[src/rtl/wb_arb_pkg.sv]
// Shared types and helpers for the Wishbone bus arbiter.
//   arb_state_t  : arbiter FSM states
//   idx_width()  : bit width needed to index n masters (minimum 1)
package wb_arb_pkg;

  typedef enum logic [1:0] {
    IDLE  = 2'd0,
    BUSY  = 2'd1,
    TOERR = 2'd2
  } arb_state_t;

  function automatic int idx_width(input int n);
    return (n <= 1) ? 1 : $clog2(n);
  endfunction

endpackage

[src/rtl/wb_bus_arbiter_if.sv]
// Bundle of every Wishbone signal around the arbiter.
//   wbm_*  : NUM_MASTERS requesting masters (packed, master m in slice m)
//   wbs_*  : the single port toward the SoC interconnect
//   gnt_o / timeout_o : status from the arbiter
// Modport slave is the arbiter's view; modport master is the bench/SoC view.
interface wb_bus_arbiter_if #(parameter int NUM_MASTERS = 2);

  logic [NUM_MASTERS*32-1:0] wbm_adr_i;
  logic [NUM_MASTERS*32-1:0] wbm_dat_i;
  logic [NUM_MASTERS*4-1:0]  wbm_sel_i;
  logic [NUM_MASTERS-1:0]    wbm_we_i;
  logic [NUM_MASTERS-1:0]    wbm_cyc_i;
  logic [NUM_MASTERS-1:0]    wbm_stb_i;
  logic [NUM_MASTERS*3-1:0]  wbm_cti_i;
  logic [NUM_MASTERS*2-1:0]  wbm_bte_i;
  logic [31:0]               wbm_dat_o;
  logic [NUM_MASTERS-1:0]    wbm_ack_o;
  logic [NUM_MASTERS-1:0]    wbm_err_o;
  logic [NUM_MASTERS-1:0]    wbm_rty_o;

  logic [31:0] wbs_adr_o;
  logic [31:0] wbs_dat_o;
  logic [3:0]  wbs_sel_o;
  logic        wbs_we_o;
  logic        wbs_cyc_o;
  logic        wbs_stb_o;
  logic [2:0]  wbs_cti_o;
  logic [1:0]  wbs_bte_o;
  logic [31:0] wbs_dat_i;
  logic        wbs_ack_i;
  logic        wbs_err_i;
  logic        wbs_rty_i;

  logic [NUM_MASTERS-1:0] gnt_o;
  logic                   timeout_o;

  modport slave (
    input  wbm_adr_i, wbm_dat_i, wbm_sel_i, wbm_we_i, wbm_cyc_i, wbm_stb_i,
           wbm_cti_i, wbm_bte_i, wbs_dat_i, wbs_ack_i, wbs_err_i, wbs_rty_i,
    output wbm_dat_o, wbm_ack_o, wbm_err_o, wbm_rty_o,
           wbs_adr_o, wbs_dat_o, wbs_sel_o, wbs_we_o, wbs_cyc_o, wbs_stb_o,
           wbs_cti_o, wbs_bte_o, gnt_o, timeout_o
  );

  modport master (
    output wbm_adr_i, wbm_dat_i, wbm_sel_i, wbm_we_i, wbm_cyc_i, wbm_stb_i,
           wbm_cti_i, wbm_bte_i, wbs_dat_i, wbs_ack_i, wbs_err_i, wbs_rty_i,
    input  wbm_dat_o, wbm_ack_o, wbm_err_o, wbm_rty_o,
           wbs_adr_o, wbs_dat_o, wbs_sel_o, wbs_we_o, wbs_cyc_o, wbs_stb_o,
           wbs_cti_o, wbs_bte_o, gnt_o, timeout_o
  );

endinterface

[src/rtl/wb_arb_rr_picker.sv]
// Combinational round-robin picker.
//   req : request vector
//   ptr : index with highest priority this round
//   gnt : one-hot winner (first requester at or after ptr, wrapping)
//   idx : binary index of the winner (0 when nothing requests)
module wb_arb_rr_picker
  import wb_arb_pkg::*;
#(
  parameter int N = 2,
  localparam int IW = idx_width(N)
) (
  input  logic [N-1:0]  req,
  input  logic [IW-1:0] ptr,
  output logic [N-1:0]  gnt,
  output logic [IW-1:0] idx
);

  logic          found;
  logic [IW-1:0] cand;

  always_comb begin
    gnt   = '0;
    idx   = '0;
    found = 1'b0;
    cand  = '0;
    for (int i = 0; i < N; i++) begin
      cand = IW'((int'(ptr) + i) % N);
      if (!found && req[cand]) begin
        found     = 1'b1;
        gnt[cand] = 1'b1;
        idx       = cand;
      end
    end
  end

endmodule

[src/rtl/wb_bus_arbiter.sv]
// Round-robin Wishbone B4 classic arbiter with a no-response watchdog.
//   wb_clk_i / wb_rst_i : clock, async active-high reset
//   bus (slave modport)  : per-master request/response lanes, the single
//                          interconnect port, gnt_o and timeout_o
//
// state | meaning
// IDLE  | no owner; pick next requester round-robin from ptr
// BUSY  | owner's request forwarded, slave responses routed back to it
// TOERR | one cycle: watchdog fired, err to owner, bus strobe suppressed
module wb_bus_arbiter
  import wb_arb_pkg::*;
#(
  parameter int NUM_MASTERS    = 2,
  parameter int TIMEOUT_CYCLES = 255
) (
  input logic wb_clk_i,
  input logic wb_rst_i,
  wb_bus_arbiter_if.slave bus
);

  localparam int IW  = idx_width(NUM_MASTERS);
  localparam int WDW = $clog2(TIMEOUT_CYCLES + 1);
  localparam logic [WDW-1:0] WD_LAST  = WDW'(TIMEOUT_CYCLES - 1);
  localparam logic [IW-1:0]  IDX_LAST = IW'(NUM_MASTERS - 1);

  arb_state_t state, state_n;
  logic [NUM_MASTERS-1:0] grant, grant_n, pick_gnt;
  logic [IW-1:0]  gnt_idx, gnt_idx_n, ptr, ptr_n, pick_idx, ptr_after;
  logic [WDW-1:0] wd_cnt, wd_cnt_n;
  logic           g_cyc, g_stb, resp;

  logic [31:0] adr_a [NUM_MASTERS];
  logic [31:0] dat_a [NUM_MASTERS];
  logic [3:0]  sel_a [NUM_MASTERS];
  logic [2:0]  cti_a [NUM_MASTERS];
  logic [1:0]  bte_a [NUM_MASTERS];

  for (genvar m = 0; m < NUM_MASTERS; m++) begin : g_lane
    assign adr_a[m] = bus.wbm_adr_i[32*m +: 32];
    assign dat_a[m] = bus.wbm_dat_i[32*m +: 32];
    assign sel_a[m] = bus.wbm_sel_i[4*m +: 4];
    assign cti_a[m] = bus.wbm_cti_i[3*m +: 3];
    assign bte_a[m] = bus.wbm_bte_i[2*m +: 2];
  end

  wb_arb_rr_picker #(.N(NUM_MASTERS)) u_picker (
    .req (bus.wbm_cyc_i),
    .ptr (ptr),
    .gnt (pick_gnt),
    .idx (pick_idx)
  );

  // gnt_idx is held at 0 while idle, so the data-path muxes show master 0 then.
  assign g_cyc     = bus.wbm_cyc_i[gnt_idx];
  assign g_stb     = bus.wbm_stb_i[gnt_idx];
  assign resp      = bus.wbs_ack_i | bus.wbs_err_i | bus.wbs_rty_i;
  assign ptr_after = (gnt_idx == IDX_LAST) ? '0 : gnt_idx + IW'(1);

  assign bus.wbm_dat_o = bus.wbs_dat_i;
  assign bus.gnt_o     = grant;
  assign bus.wbs_adr_o = adr_a[gnt_idx];
  assign bus.wbs_dat_o = dat_a[gnt_idx];
  assign bus.wbs_sel_o = sel_a[gnt_idx];
  assign bus.wbs_cti_o = cti_a[gnt_idx];
  assign bus.wbs_bte_o = bte_a[gnt_idx];

  always_ff @(posedge wb_clk_i or posedge wb_rst_i) begin
    if (wb_rst_i) begin
      state   <= IDLE;
      grant   <= '0;
      gnt_idx <= '0;
      ptr     <= '0;
      wd_cnt  <= '0;
    end else begin
      state   <= state_n;
      grant   <= grant_n;
      gnt_idx <= gnt_idx_n;
      ptr     <= ptr_n;
      wd_cnt  <= wd_cnt_n;
    end
  end

  always_comb begin
    state_n       = state;
    grant_n       = grant;
    gnt_idx_n     = gnt_idx;
    ptr_n         = ptr;
    wd_cnt_n      = '0;
    bus.wbs_cyc_o = 1'b0;
    bus.wbs_stb_o = 1'b0;
    bus.wbs_we_o  = 1'b0;
    bus.wbm_ack_o = '0;
    bus.wbm_err_o = '0;
    bus.wbm_rty_o = '0;
    bus.timeout_o = 1'b0;

    case (state)
      IDLE: begin
        if (|bus.wbm_cyc_i) begin
          grant_n   = pick_gnt;
          gnt_idx_n = pick_idx;
          state_n   = BUSY;
        end
      end
      BUSY: begin
        bus.wbs_cyc_o = g_cyc;
        bus.wbs_stb_o = g_stb;
        bus.wbs_we_o  = bus.wbm_we_i[gnt_idx];
        bus.wbm_ack_o = grant & {NUM_MASTERS{bus.wbs_ack_i}};
        bus.wbm_err_o = grant & {NUM_MASTERS{bus.wbs_err_i}};
        bus.wbm_rty_o = grant & {NUM_MASTERS{bus.wbs_rty_i}};
        if (!g_cyc) begin
          state_n   = IDLE;
          grant_n   = '0;
          gnt_idx_n = '0;
          ptr_n     = ptr_after;
        end else if (g_stb && !resp) begin
          if (wd_cnt == WD_LAST) state_n = TOERR;
          else                   wd_cnt_n = wd_cnt + WDW'(1);
        end
      end
      TOERR: begin
        // Any slave response landing here is deliberately discarded.
        bus.wbm_err_o = grant;
        bus.timeout_o = 1'b1;
        if (g_cyc) begin
          state_n = BUSY;
        end else begin
          state_n   = IDLE;
          grant_n   = '0;
          gnt_idx_n = '0;
          ptr_n     = ptr_after;
        end
      end
      default: state_n = IDLE;
    endcase
  end

endmodule

[src/flat_wrapper.sv]
// flat-port wrapper written by rule: the top's interface ports become plain ports
module wb_bus_arbiter_flat import wb_arb_pkg::*;
#(
  parameter int NUM_MASTERS    = 2,
  parameter int TIMEOUT_CYCLES = 255
)
  (wb_clk_i, wb_rst_i, bus_wbm_adr_i, bus_wbm_dat_i, bus_wbm_sel_i, bus_wbm_we_i, bus_wbm_cyc_i, bus_wbm_stb_i, bus_wbm_cti_i, bus_wbm_bte_i, bus_wbs_dat_i, bus_wbs_ack_i, bus_wbs_err_i, bus_wbs_rty_i, bus_wbm_dat_o, bus_wbm_ack_o, bus_wbm_err_o, bus_wbm_rty_o, bus_wbs_adr_o, bus_wbs_dat_o, bus_wbs_sel_o, bus_wbs_we_o, bus_wbs_cyc_o, bus_wbs_stb_o, bus_wbs_cti_o, bus_wbs_bte_o, bus_gnt_o, bus_timeout_o);
  wb_bus_arbiter_if #(.NUM_MASTERS(NUM_MASTERS)) bus_i ();
  input logic wb_clk_i;
  input logic wb_rst_i;
  input wire logic [$bits(bus_i.wbm_adr_i)-1:0] bus_wbm_adr_i;
  input wire logic [$bits(bus_i.wbm_dat_i)-1:0] bus_wbm_dat_i;
  input wire logic [$bits(bus_i.wbm_sel_i)-1:0] bus_wbm_sel_i;
  input wire logic [$bits(bus_i.wbm_we_i)-1:0] bus_wbm_we_i;
  input wire logic [$bits(bus_i.wbm_cyc_i)-1:0] bus_wbm_cyc_i;
  input wire logic [$bits(bus_i.wbm_stb_i)-1:0] bus_wbm_stb_i;
  input wire logic [$bits(bus_i.wbm_cti_i)-1:0] bus_wbm_cti_i;
  input wire logic [$bits(bus_i.wbm_bte_i)-1:0] bus_wbm_bte_i;
  input wire logic [$bits(bus_i.wbs_dat_i)-1:0] bus_wbs_dat_i;
  input wire logic [$bits(bus_i.wbs_ack_i)-1:0] bus_wbs_ack_i;
  input wire logic [$bits(bus_i.wbs_err_i)-1:0] bus_wbs_err_i;
  input wire logic [$bits(bus_i.wbs_rty_i)-1:0] bus_wbs_rty_i;
  output wire logic [$bits(bus_i.wbm_dat_o)-1:0] bus_wbm_dat_o;
  output wire logic [$bits(bus_i.wbm_ack_o)-1:0] bus_wbm_ack_o;
  output wire logic [$bits(bus_i.wbm_err_o)-1:0] bus_wbm_err_o;
  output wire logic [$bits(bus_i.wbm_rty_o)-1:0] bus_wbm_rty_o;
  output wire logic [$bits(bus_i.wbs_adr_o)-1:0] bus_wbs_adr_o;
  output wire logic [$bits(bus_i.wbs_dat_o)-1:0] bus_wbs_dat_o;
  output wire logic [$bits(bus_i.wbs_sel_o)-1:0] bus_wbs_sel_o;
  output wire logic [$bits(bus_i.wbs_we_o)-1:0] bus_wbs_we_o;
  output wire logic [$bits(bus_i.wbs_cyc_o)-1:0] bus_wbs_cyc_o;
  output wire logic [$bits(bus_i.wbs_stb_o)-1:0] bus_wbs_stb_o;
  output wire logic [$bits(bus_i.wbs_cti_o)-1:0] bus_wbs_cti_o;
  output wire logic [$bits(bus_i.wbs_bte_o)-1:0] bus_wbs_bte_o;
  output wire logic [$bits(bus_i.gnt_o)-1:0] bus_gnt_o;
  output wire logic [$bits(bus_i.timeout_o)-1:0] bus_timeout_o;
  assign bus_i.wbm_adr_i = bus_wbm_adr_i;
  assign bus_i.wbm_dat_i = bus_wbm_dat_i;
  assign bus_i.wbm_sel_i = bus_wbm_sel_i;
  assign bus_i.wbm_we_i = bus_wbm_we_i;
  assign bus_i.wbm_cyc_i = bus_wbm_cyc_i;
  assign bus_i.wbm_stb_i = bus_wbm_stb_i;
  assign bus_i.wbm_cti_i = bus_wbm_cti_i;
  assign bus_i.wbm_bte_i = bus_wbm_bte_i;
  assign bus_i.wbs_dat_i = bus_wbs_dat_i;
  assign bus_i.wbs_ack_i = bus_wbs_ack_i;
  assign bus_i.wbs_err_i = bus_wbs_err_i;
  assign bus_i.wbs_rty_i = bus_wbs_rty_i;
  assign bus_wbm_dat_o = bus_i.wbm_dat_o;
  assign bus_wbm_ack_o = bus_i.wbm_ack_o;
  assign bus_wbm_err_o = bus_i.wbm_err_o;
  assign bus_wbm_rty_o = bus_i.wbm_rty_o;
  assign bus_wbs_adr_o = bus_i.wbs_adr_o;
  assign bus_wbs_dat_o = bus_i.wbs_dat_o;
  assign bus_wbs_sel_o = bus_i.wbs_sel_o;
  assign bus_wbs_we_o = bus_i.wbs_we_o;
  assign bus_wbs_cyc_o = bus_i.wbs_cyc_o;
  assign bus_wbs_stb_o = bus_i.wbs_stb_o;
  assign bus_wbs_cti_o = bus_i.wbs_cti_o;
  assign bus_wbs_bte_o = bus_i.wbs_bte_o;
  assign bus_gnt_o = bus_i.gnt_o;
  assign bus_timeout_o = bus_i.timeout_o;
  wb_bus_arbiter #(.NUM_MASTERS(NUM_MASTERS), .TIMEOUT_CYCLES(TIMEOUT_CYCLES)) u_core (.wb_clk_i(wb_clk_i), .wb_rst_i(wb_rst_i), .bus(bus_i));
endmodule
[config.mk]
export PLATFORM = sky130hd
export DESIGN_NAME = wb_bus_arbiter_flat
export DESIGN_NICKNAME = d
export VERILOG_FILES = /design/src/rtl/wb_arb_pkg.sv /design/src/rtl/wb_bus_arbiter_if.sv /design/src/rtl/wb_arb_rr_picker.sv /design/src/rtl/wb_bus_arbiter.sv /design/src/flat_wrapper.sv
export SDC_FILE = /design/constraint.sdc
export NUM_CORES = 1
export LEC_CHECK = 0
export BUFFER_PORTS_ARGS = -buffer_cell sky130_fd_sc_hd__buf_2
export CAP_MARGIN = 20
export CORE_AREA = 3 3 118 120
export CTS_CLUSTER_DIAMETER = 150
export CTS_CLUSTER_SIZE = 14
export DETAILED_ROUTE_END_ITERATION = 10
export DIE_AREA = 0 0 121 123
export PLACE_DENSITY_LB_ADDON = 0.3
export SETUP_SLACK_MARGIN = 0.15
export SLEW_MARGIN = 20
export SYNTH_ARGS = -nofsm -noshare
export SYNTH_HDL_FRONTEND = slang
export SYNTH_HIERARCHICAL = 1
export SYNTH_SLANG_ARGS = --single-unit
[constraint.sdc]
create_clock -name wb_clk_i -period 4.2 [get_ports wb_clk_i]
set_clock_uncertainty 0.05 [all_clocks]
set_input_delay 0.84 -clock wb_clk_i [delete_from_list [all_inputs] [get_ports wb_clk_i]]
set_output_delay 0.84 -clock wb_clk_i [all_outputs]
set_load 0.005 [all_outputs]
# Word-level counts from Yosys, hierarchy flattened

Index checks and enable logic that the tools add are counted.

Register bits: 14

Multiplexer cells: 58
Bitwise gates (word level): 8
Equality and inequality tests: 7
Magnitude comparators: 6
Reductions and logical operators: 13
Add/subtract/negate cells: 3

Operators with widths:

| kind                                                       | count |
|---|---|
| two-way mux 32 bit                                         | 6 |
| two-way mux 8 bit                                          | 4 |
| two-way mux 2 bit                                          | 13 |
| two-way mux 1 bit                                          | 23 |
| two-way mux 4 bit                                          | 3 |
| two-way mux 3 bit                                          | 3 |
| adder 8 x 1 -> 8 bit, second input constant                | 1 |
| equality test 8 bit, second input constant                 | 1 |
| one-hot mux 2 bit (2 select lines)                         | 2 |
| bitwise AND 2 bit                                          | 3 |
| less-than comparator 1 x 2 -> 1 bit, second input constant | 3 |
| inequality test 3 bit, second input constant               | 2 |
| one-hot mux 2 bit (3 select lines)                         | 1 |
| AND reduction 3 bit                                        | 2 |
| logical AND 1 bit                                          | 4 |
| OR reduction 2 bit                                         | 2 |
| adder 1 bit, second input constant                         | 2 |
| demux 1 bit (select 1 bit)                                 | 2 |
| equality test 2 x 1 -> 1 bit, second input constant        | 1 |
| equality test 2 bit, second input constant                 | 1 |
| greater-or-equal comparator 1 bit, second input constant   | 2 |
| greater-or-equal comparator 2 bit, second input constant   | 1 |
| zero test 1 bit                                            | 2 |
| zero test 2 bit                                            | 1 |
| other kinds (9)                                            | 10 |

# Logic depth before layout (Yosys ltp)

Depth after elaboration: 9
Depth in mapped cells: 7

# Hierarchy

The synthesis kept the hierarchy.

Modules (own cells, without submodules):

| module           | cells each | area an instance (sq um) | instances |
|---|---|---|---|
| wb_bus_arbiter   | 202        | 1985.7                   | 1 |
| wb_arb_rr_picker | 4          | 30.0                     | 1 |

# Least setup slack after synthesis

Ideal clock, no wire load.

Path kind: input to output
From: input bus_wbm_cyc_i[0]
To: output bus_wbs_cyc_o
Stages: 2
Arrival time: 1.263 ns
Path slack: 2.047 ns
Data required time: 3.310 ns
Cell sequence: mux2_4 -> and2_4

Word-level cells in the longest chain between the ends: 3

RTL lines:

| item                                                 | line                 | RTL |
|---|---|---|
| start, declared                                      | flat_wrapper.sv:15   | `input wire logic [$bits(bus_i.wbm_cyc_i)-1:0] bus_wbm_cyc_i;` |
| two-way mux 1 bit (implied by the code) (2 in a row) | wb_bus_arbiter.sv:54 | `assign g_cyc = bus.wbm_cyc_i[gnt_idx];` |
| two-way mux 1 bit                                    | wb_bus_arbiter.sv:97 | `case (state)` |
| end, declared                                        | flat_wrapper.sv:31   | `output wire logic [$bits(bus_i.wbs_cyc_o)-1:0] bus_wbs_cyc_o;` |

No other way between the ends. The select of a mux whose other input is x is not followed.

# Final worst setup path

From: register u_core.gnt_idx
To: output bus_wbs_stb_o

Word-level cells in the longest chain between the ends: 3

RTL lines:

| item                                                 | line                 | RTL |
|---|---|---|
| start, declared                                      | wb_bus_arbiter.sv:28 | `logic [IW-1:0] gnt_idx, gnt_idx_n, ptr, ptr_n, pick_idx, ptr_after;` |
| start signal, assigned                               | wb_bus_arbiter.sv:77 | `gnt_idx <= gnt_idx_n;` |
| two-way mux 1 bit (implied by the code) (2 in a row) | wb_bus_arbiter.sv:55 | `assign g_stb = bus.wbm_stb_i[gnt_idx];` |
| two-way mux 1 bit                                    | wb_bus_arbiter.sv:97 |  |
| end, declared                                        | flat_wrapper.sv:32   | `output wire logic [$bits(bus_i.wbs_stb_o)-1:0] bus_wbs_stb_o;` |

No other way between the ends. The select of a mux whose other input is x is not followed.

==> flow_summary.ini <==
[synth]
yosysMostFrequentCell = mux2_2
ys_ff_latch = 14
synth_edf_count = 0
syn-cell-area_um2 = 2020
synth.area.top_cells = mux2_2 (37%), dfrtp_1 (17%), buf_4 (12%)
ys_warn_count = 6
synthesis.nets = 401
yosysSeqAreaShare_pct = 17.4
ys.flop_type = dfrtp_1
synth_common_cells = mux2_2 (67), buf_4 (32), dfrtp_1 (14)
yosysTopAreaCell = mux2_2
synth_top_area_share_pct = 37.4
netlist_instances = 206
synth_cell_types = 35
synth_area_per_cell_um2 = 9.78
synthArstFlopShare_pct = 100

[floorplanning]
core_area_um2 = 13100
start_util_pct = 15.4
pin_count = 306
die_w_um = 121
num_rows = 42
die_area_um2 = 14900
die_h_um = 123

[finish]
area_delta_synth_final_pct = 60.4
antenna_cells = 0
drive_gt1_share_pct = 78.0
final_nets = 606

[global_routing]
grt_max_degree = 81
grt_usage_pct = 11.1
grt_pass1_vias = 2205
grt_pass1_wl_um = 12700
antenna_found_initial = 1
grt_overflow_total = 0

[worst_hold_path]
min_to = u_core/wd_cnt[0]
hold_class = register to register
holdPathStages = 1
hp-start = u_core/wd_cnt[0]

[cts]
worstSkewPairLatency_ns = 0.24
cts_tree = built
h-tree-depth = 1
hold_buffers = 0
clkTransAtPathRegs_ns = 0.05
clkSinkCount = 14
root_buffer = clkbuf_16
postCtsSetupBuffers = 0
cts_resized = 0
cts_buffers = 3
cts_buffer_depth = 2

[critical_path]
crit_path_end_kind = output pin
startpoint_type = register
r2r-start = u_core/gnt_idx
r2r_slack_ns = 1.90
reg2reg_to = u_core/state[1]
arrival_ns = 2.02
ff2ff_path_depth = 5
worstSetupPathType = register to output pin
cp.required_ns = 3.31
cp_max_fo = 80

[sta]
finalWorstSetupSlack_ns = 1.29
drv_slew = 0
hold_ws_ns = 0.432
worstMarginPinSlew_ns = 0.997
finalHoldViolations = 0
fmaxAchievable_mhz = 344
tns_ns = 0
setup_viol = 0
slew_headroom_pct = 33.6
rsz0062_at_grt = false
fin_crit_ns = 2.91
finalCritPeriodShare_pct = 69.3

[pwr]
power_density_nw_per_um2 = 375
p_leak_nw = 1.70
ir_worst_vdd_v = 0.000138

[placed_design]
routabilityCongestion = 0.710
port_buffers = 241
place_ws_ns = 1.53
hpwl_um = 8400

[status]
outcome = finished clean

[routing]
ant_nets = 0
drtIter0Drc = 39
via_per_inst = 3.93
wirelength_um = 9500
drtPass1Iterations = 4
drc_errors = 0
wl_per_cell_um = 16.2
vias = 2302

[run]
maxCapViolCount = 0
## registers in the layout, summed over array words and instances (netlist names)
signal,flops
u_core/wd_cnt,8
u_core/bus.gnt_o,2
u_core/gnt_idx,1
u_core/ptr,1
u_core/state,2
## cell type report
type / count / area (um2)
Fill cell: 1436 / 9850
Multi-Input combinational cell: 143 / 1340
Timing Repair Buffer: 241 / 1210
Sequential cell: 14 / 354
Tap cell: 176 / 220
Clock buffer: 4 / 78.8
Inverter: 8 / 30.0
## worst max path at each step
stage                    endpoint             start  slack [ns]
floorplan           bus_wbs_cyc_o  bus_wbm_cyc_i[0]        2.05
global placement    bus_wbs_cyc_o    u_core/gnt_idx        1.56
detailed placement  bus_wbs_stb_o    u_core/gnt_idx        1.53
CTS                 bus_wbs_stb_o    u_core/gnt_idx        1.25
global route        bus_wbs_stb_o    u_core/gnt_idx        1.15
finish              bus_wbs_stb_o    u_core/gnt_idx        1.29
## layer usage
metal	part of all wire, %	vias up	global-route usage (%)
met2	45	138	17.0
met1	44	1055	15.6
met4	0.17	2	0.637
li1	-	1103	-
met3	11	4	4.03
met5	0.21	-	0
## power by group
part	switching, W	internal [W]
sequential	0.000131	0.000156
combinational	0.000280	0.000464
clock	0.0000523	0.000128
## kinds of logic (layout without fill, tap and decap cells)
kind of cell / after synthesis / count (layout) / share of synthesized area [%]
xor gates and xnor gates: 6 / 6 / 2.61
muxes: 76 / 76 / 42.5
buffers and inverters: 49 / 253 / 16.0
DFF: 14 / 14 / 17.4
and+or+nand+nor: 34 / 34 / 9.50
adders and majority gates: 6 / 6 / 3.72
AOI/OAI and AO/OA: 21 / 21 / 8.32
## critical path, stage by stage (launching register included)
cell	delay [ns]
dfrtp_4	1.07
mux2i_1	0.46
nor2b_1	0.08
buf_2	0.14
## cells in the final DEF (no fill, tap or decap), types with 4 or more instances in the layout
master / n
mux2_1: 6
and3_1: 6
inv_1: 8
dfrtp_1: 13
nand3_1: 4
buf_2: 241
ha_1: 6
nor2_1: 13
a21oi_1: 4
mux2_2: 67
## metrics by stage
stage / cell area (um2) / cells / total power (W) / util [%]
final: 3230 / 586 / 0.00121 / 24.7
after global routing: 3230 / 586 / 0.00131 / 24.7
after CTS: 3230 / 586 / 0.00124 / 24.7
after detailed placement: 3150 / 582 / 0.00105 / 24.1
after global placement: 3150 / 582 / 0.00105 / 24.1
after floorplan: 2020 / 206 / 0.000718 / -
(Power assumes the default switching activity.)
